[src/rtl/uart_tx_arb.sv]
// ---------------------------------------------------------------------------
// uart_tx_arb
//   Round-robin arbiter/sequencer sharing one UART TX FIFO between N_REQ
//   requesters. A granted 16-bit word is latched and written into the FIFO
//   as two bytes, MSB first then LSB, matching the {MSB, LSB} framing the
//   UART RX side reassembles.
//
// Ports
//   clk        in   system clock, rising edge
//   rst        in   asynchronous reset, active-low (0 = reset)
//   req_valid  in   [N_REQ]     bit i: requester i has a word ready
//   req_data   in   [16*N_REQ]  word of requester i at [i*16 +: 16]
//   req_ready  out  [N_REQ]     one-cycle accept pulse for the granted requester
//   tx_full    in   TX FIFO full flag
//   wr_uart    out  one-cycle write strobe into the TX FIFO
//   w_data     out  [8]         byte written while wr_uart=1
//   grant_id   out  [ID_W]      requester whose word is being sent
//   busy       out  high whenever the sequencer is not idle (decoded from state)
// ---------------------------------------------------------------------------
module uart_tx_arb #(
  parameter  int unsigned N_REQ = 2,
  localparam int unsigned ID_W  = (N_REQ > 1) ? $clog2(N_REQ) : 1
) (
  input  logic                  clk,
  input  logic                  rst,
  input  logic [N_REQ-1:0]      req_valid,
  input  logic [16*N_REQ-1:0]   req_data,
  output logic [N_REQ-1:0]      req_ready,
  input  logic                  tx_full,
  output logic                  wr_uart,
  output logic [7:0]            w_data,
  output logic [ID_W-1:0]       grant_id,
  output logic                  busy
);

  localparam int unsigned WORD_W = 16;
  localparam int unsigned BYTE_W = 8;

  typedef enum logic [1:0] {
    ST_IDLE     = 2'd0,
    ST_SEND_MSB = 2'd1,
    ST_SEND_LSB = 2'd2
  } state_e;

  state_e              state_q, state_d;
  logic [ID_W-1:0]     rr_ptr_q, rr_ptr_d;
  logic [WORD_W-1:0]   hold_q, hold_d;
  logic [ID_W-1:0]     grant_id_q, grant_id_d;
  logic [N_REQ-1:0]    req_ready_q, req_ready_d;
  logic                wr_uart_q, wr_uart_d;
  logic [BYTE_W-1:0]   w_data_q, w_data_d;

  logic                win_found;
  logic [ID_W-1:0]     win_idx;
  logic [WORD_W-1:0]   win_data;
  int unsigned         cand;

  // Round-robin search: first valid requester at or after rr_ptr, wrapping.
  always_comb begin
    win_found = 1'b0;
    win_idx   = '0;
    cand      = 0;
    for (int unsigned k = 0; k < N_REQ; k++) begin
      cand = (32'(rr_ptr_q) + k) % N_REQ;
      if (!win_found && req_valid[ID_W'(cand)]) begin
        win_found = 1'b1;
        win_idx   = ID_W'(cand);
      end
    end
  end

  // Word of the winning requester.
  always_comb begin
    win_data = '0;
    for (int unsigned i = 0; i < N_REQ; i++) begin
      if (win_idx == ID_W'(i)) begin
        win_data = req_data[i*WORD_W +: WORD_W];
      end
    end
  end

  // Next-state and registered-output logic.
  always_comb begin
    state_d     = state_q;
    rr_ptr_d    = rr_ptr_q;
    hold_d      = hold_q;
    grant_id_d  = grant_id_q;
    req_ready_d = '0;
    wr_uart_d   = 1'b0;
    w_data_d    = w_data_q;

    case (state_q)
      ST_IDLE: begin
        if (win_found) begin
          hold_d      = win_data;
          grant_id_d  = win_idx;
          req_ready_d = N_REQ'(1) << win_idx;
          state_d     = ST_SEND_MSB;
        end
      end

      // The !wr_uart_q guard leaves a gap cycle so tx_full reflects the last write.
      ST_SEND_MSB: begin
        if (!tx_full && !wr_uart_q) begin
          wr_uart_d = 1'b1;
          w_data_d  = hold_q[15:8];
          state_d   = ST_SEND_LSB;
        end
      end

      ST_SEND_LSB: begin
        if (!tx_full && !wr_uart_q) begin
          wr_uart_d = 1'b1;
          w_data_d  = hold_q[7:0];
          rr_ptr_d  = (grant_id_q == ID_W'(N_REQ - 1)) ? '0 : grant_id_q + ID_W'(1);
          state_d   = ST_IDLE;
        end
      end

      default: begin
        state_d = ST_IDLE;
      end
    endcase
  end

  // State and output registers; reset aborts any word in flight.
  always_ff @(posedge clk or negedge rst) begin
    if (!rst) begin
      state_q     <= ST_IDLE;
      rr_ptr_q    <= '0;
      hold_q      <= '0;
      grant_id_q  <= '0;
      req_ready_q <= '0;
      wr_uart_q   <= 1'b0;
      w_data_q    <= '0;
    end else begin
      state_q     <= state_d;
      rr_ptr_q    <= rr_ptr_d;
      hold_q      <= hold_d;
      grant_id_q  <= grant_id_d;
      req_ready_q <= req_ready_d;
      wr_uart_q   <= wr_uart_d;
      w_data_q    <= w_data_d;
    end
  end

  assign req_ready = req_ready_q;
  assign wr_uart   = wr_uart_q;
  assign w_data    = w_data_q;
  assign grant_id  = grant_id_q;
  assign busy      = (state_q != ST_IDLE);

endmodule
[config.mk]
export PLATFORM = sky130hd
export DESIGN_NAME = uart_tx_arb
export DESIGN_NICKNAME = d
export VERILOG_FILES = /design/src/rtl/uart_tx_arb.sv
export SDC_FILE = /design/constraint.sdc
export NUM_CORES = 1
export LEC_CHECK = 0
export BUFFER_PORTS_ARGS = -buffer_cell sky130_fd_sc_hd__buf_2
export CELL_PAD_IN_SITES_DETAIL_PLACEMENT = 0
export CELL_PAD_IN_SITES_GLOBAL_PLACEMENT = 1
export CORE_AREA = 2 2 63 65
export DETAILED_ROUTE_END_ITERATION = 12
export DIE_AREA = 0 0 65 67
export PLACE_DENSITY = 0.83
export SYNTH_ARGS = -nofsm -noshare
export SYNTH_HDL_FRONTEND = slang
export SYNTH_SLANG_ARGS = --single-unit
[constraint.sdc]
create_clock -name clk -period 3.35 [get_ports clk]
set_clock_uncertainty 0.2 [all_clocks]
set_input_delay 0.5025 -clock clk [delete_from_list [all_inputs] [get_ports clk]]
set_output_delay 0.5025 -clock clk [all_outputs]
set_load 0.005 [all_outputs]
==> results_dict.tcl <==
set metrics [dict create \
    status "complete, no violations" \
    syn_nets 162 \
    htreeDepth 2 \
    post_cts_buffers 0 \
    drt_iter0_drc 48 \
    slowest_stage "o22ai_1" \
    io_buffers 49 \
    gp_congestion 0.836 \
    grt_util_all_layers 0.170 \
    layout_commonest_cell "buf_2" \
    clk_latency_ns 0.28 \
    synth-compound-area-share 0.206 \
    yosysTopAreaCell "dfrtp_1" \
    r2r_end "state_q[1]" \
    synth_top_area_frac 0.534 \
    worstMarginPinSlew_ns 0.853 \
    stdcell_area_sq_um 1780 \
    avgSynthCellArea_sq_um 12.0 \
    worstPathArrival_ns 2.45 \
    holdBufCountCts 0 \
    start_kind "flop" \
    synthCells 121 \
    critPathKind "flop to flop" \
    worstPathMaxFanout 12 \
    ff2ff_setup_slack_ns 0.86 \
    synth_cell_types 23 \
    initial_utilization 0.403 \
    grt_pass1_vias 1105 \
    rows 22 \
    grt-ovfl-total 0 \
    numCtsBuffers 5 \
    root_buffer "clkbuf_8" \
    setup_violations 0 \
    synthAdderAreaFrac 0.0345 \
    netlist_top_cells_area "dfrtp_1 53%, a221o_1 11%, and3_1 6.9%" \
    reg2regPathDepth 5 \
    clk_pin_slew_ns 0.06 \
    fin_nets 210 \
    first_pass_iters 4 \
    p_leak_uw 0.000916 \
    final-seq-area_sq_um 776 \
    drc 0 \
    min_period_ns 2.49 \
    critical_path.cell_chain "inv_1 > ha_1 > o22ai_1 > o21a_1 > mux2_4" \
    hold_path.class "input port to async pin" \
    ys_seq_elements 31 \
    yosys.area_share.simple 0.111 \
    drt_wl_total_um 3400 \
    synthMuxAreaShare 0.0655 \
    vdd_drop_max_uv 388 \
    drive_gt1_frac 0.359 \
    period_share 0.744 \
    die_y_um 67 \
    diodes 0 \
    fillers 336 \
    core_area_sq_um 3610 \
    cp-end-kind "flop" \
    postRouteAntennaNets 0 \
    finalSetupTns_ns 0 \
    fmax_mhz 401 \
    max_stage_delay_ns 0.74 \
    grt_max_degree 32 \
    seq_area_frac_synth 0.534 \
    p_per_area_nw_per_um2 949 \
    drv_slew 0 \
    slew_headroom 0.432 \
    avgViaCountPerCell 5.33 \
    synth_top_family_by_area "compound AO/OA/AOI/OAI gates" \
    wl_per_cell_um 15.6 \
    final_cell_mix "49 x buf_2, 31 x dfrtp_1, 19 x a21oi_1, 16 x and3_1, 16 x a221o_1" \
    vias 1162 \
    crit_required_ns 3.31 \
    cts_buffer_depth 2 \
    dp_hpwl_um 2480 \
    rsz0062_at_grt "no" \
    synth_area_sq_um 1450 \
    synth-xor-area-share 0 \
    die_x_um 65 \
    place_area_sq_um 1700 \
    ctsResizeCount 0 \
    die_area_sq_um 4360 \
    yosys_warnings 0 \
    io_pins 50 \
    numClockSinks 31 \
    maxCapViolCount 0 \
    grt_pass1_wl_um 5370 \
    syn_to_final_growth_pct 22.7 \
    timing.rr.start "state_q[0]" \
    cts_tree "done" \
    hold_violations 0 \
    multi_input_area_sq_um 606 \
    antenna_found_initial 0 \
]
==> registers in the layout (all words and copies together) (netlist names) <==
register,count
grant_id,1
hold_q,16
req_ready,2
rr_ptr_q,1
state_q,2
w_data,8
wr_uart,1
==> power by group <==
group          total [uW]  switching (uW)  leakage, uW  internal, uW
registers             680             117     0.000378           563
clock network         274             129    0.0000422           145
logic                 737             390     0.000496           348
==> worst max-delay path: cells and delay by family (launching register included) <==
family,cells,cell delay (ns)
AO/OA/AOI/OAI,2,0.99
adder cells (fa/ha/maj),1,0.40
buffers and inverters,1,0.08
flip-flops,1,0.40
multiplexers,1,0.30
==> layout make-up <==
cell class              count  area share
flip-flops and latches     31       0.435
multi-input cells          78       0.340
repair buffers             49       0.138
clock buffers               7      0.0428
well taps                  48      0.0337
inverters                   4     0.00842
clock inverters             1     0.00281
==> through the flow <==
step / power, uW / utilization / setup slack, ns / std cells / hold slack (ns)
finish: 1690 / 0.494 / 0.857 / 218 / 0.0583
detailed placement: 1430 / 0.472 / 0.886 / 210 / 0.295
CTS: 1710 / 0.494 / 0.873 / 218 / 0.0784
global placement: 1390 / 0.472 / 1.02 / 210 / 0.289
floorplan: 1220 / - / 1.65 / 121 / 0.00691
global route: 1830 / 0.494 / 0.730 / 218 / 0.104
==> per-layer routing <==
layer / up-vias / wire length, um / global-route usage
li1: 548 / - / -
met1: 571 / 1550 / 0.220
met5: - / 0 / 0
met2: 36 / 1600 / 0.262
met4: 0 / 54 / 0.0665
met3: 7 / 193 / 0.0591
==> worst max-delay path by stage <==
stage          slack, ns  startpoint  depth (start not counted)    endpoint
6_report            0.86  state_q[0]                          5  state_q[1]
5_1_grt             0.73  state_q[0]                          5   w_data[1]
4_1_cts             0.87  state_q[0]                          5  state_q[1]
3_5_place_dp        0.89  state_q[0]                          5  state_q[1]
3_3_place_gp        1.02  state_q[0]                          5  state_q[1]
2_1_floorplan       1.65  state_q[0]                          6  hold_q[10]
==> synthesized netlist by cell type <==
cell type / number
dfrtp_1: 31
a21oi_1: 19
a221o_1: 16
and3_1: 16
mux2i_1: 8
ha_1: 4
inv_1: 4
and2_1: 3
buf_2: 3
buf_6: 3
clkbuf_1: 2
a21o_1: 1
a21oi_4: 1
a31oi_1: 1
and2_4: 1
mux2_4: 1
nand2_1: 1
nand2_2: 1
nand2_4: 1
nor2_1: 1
o21a_1: 1
o22ai_1: 1
or2_4: 1
==> cells by family (layout without fill, tap and decap cells) <==
logic type / after synthesis / after routing
mux: 9 / 9
compound gates: 40 / 40
fa+ha+maj: 4 / 4
buf+inv: 12 / 61
flops: 31 / 31
simple gates: 25 / 25
No activity file was read; power rests on OpenSTA's default activity.
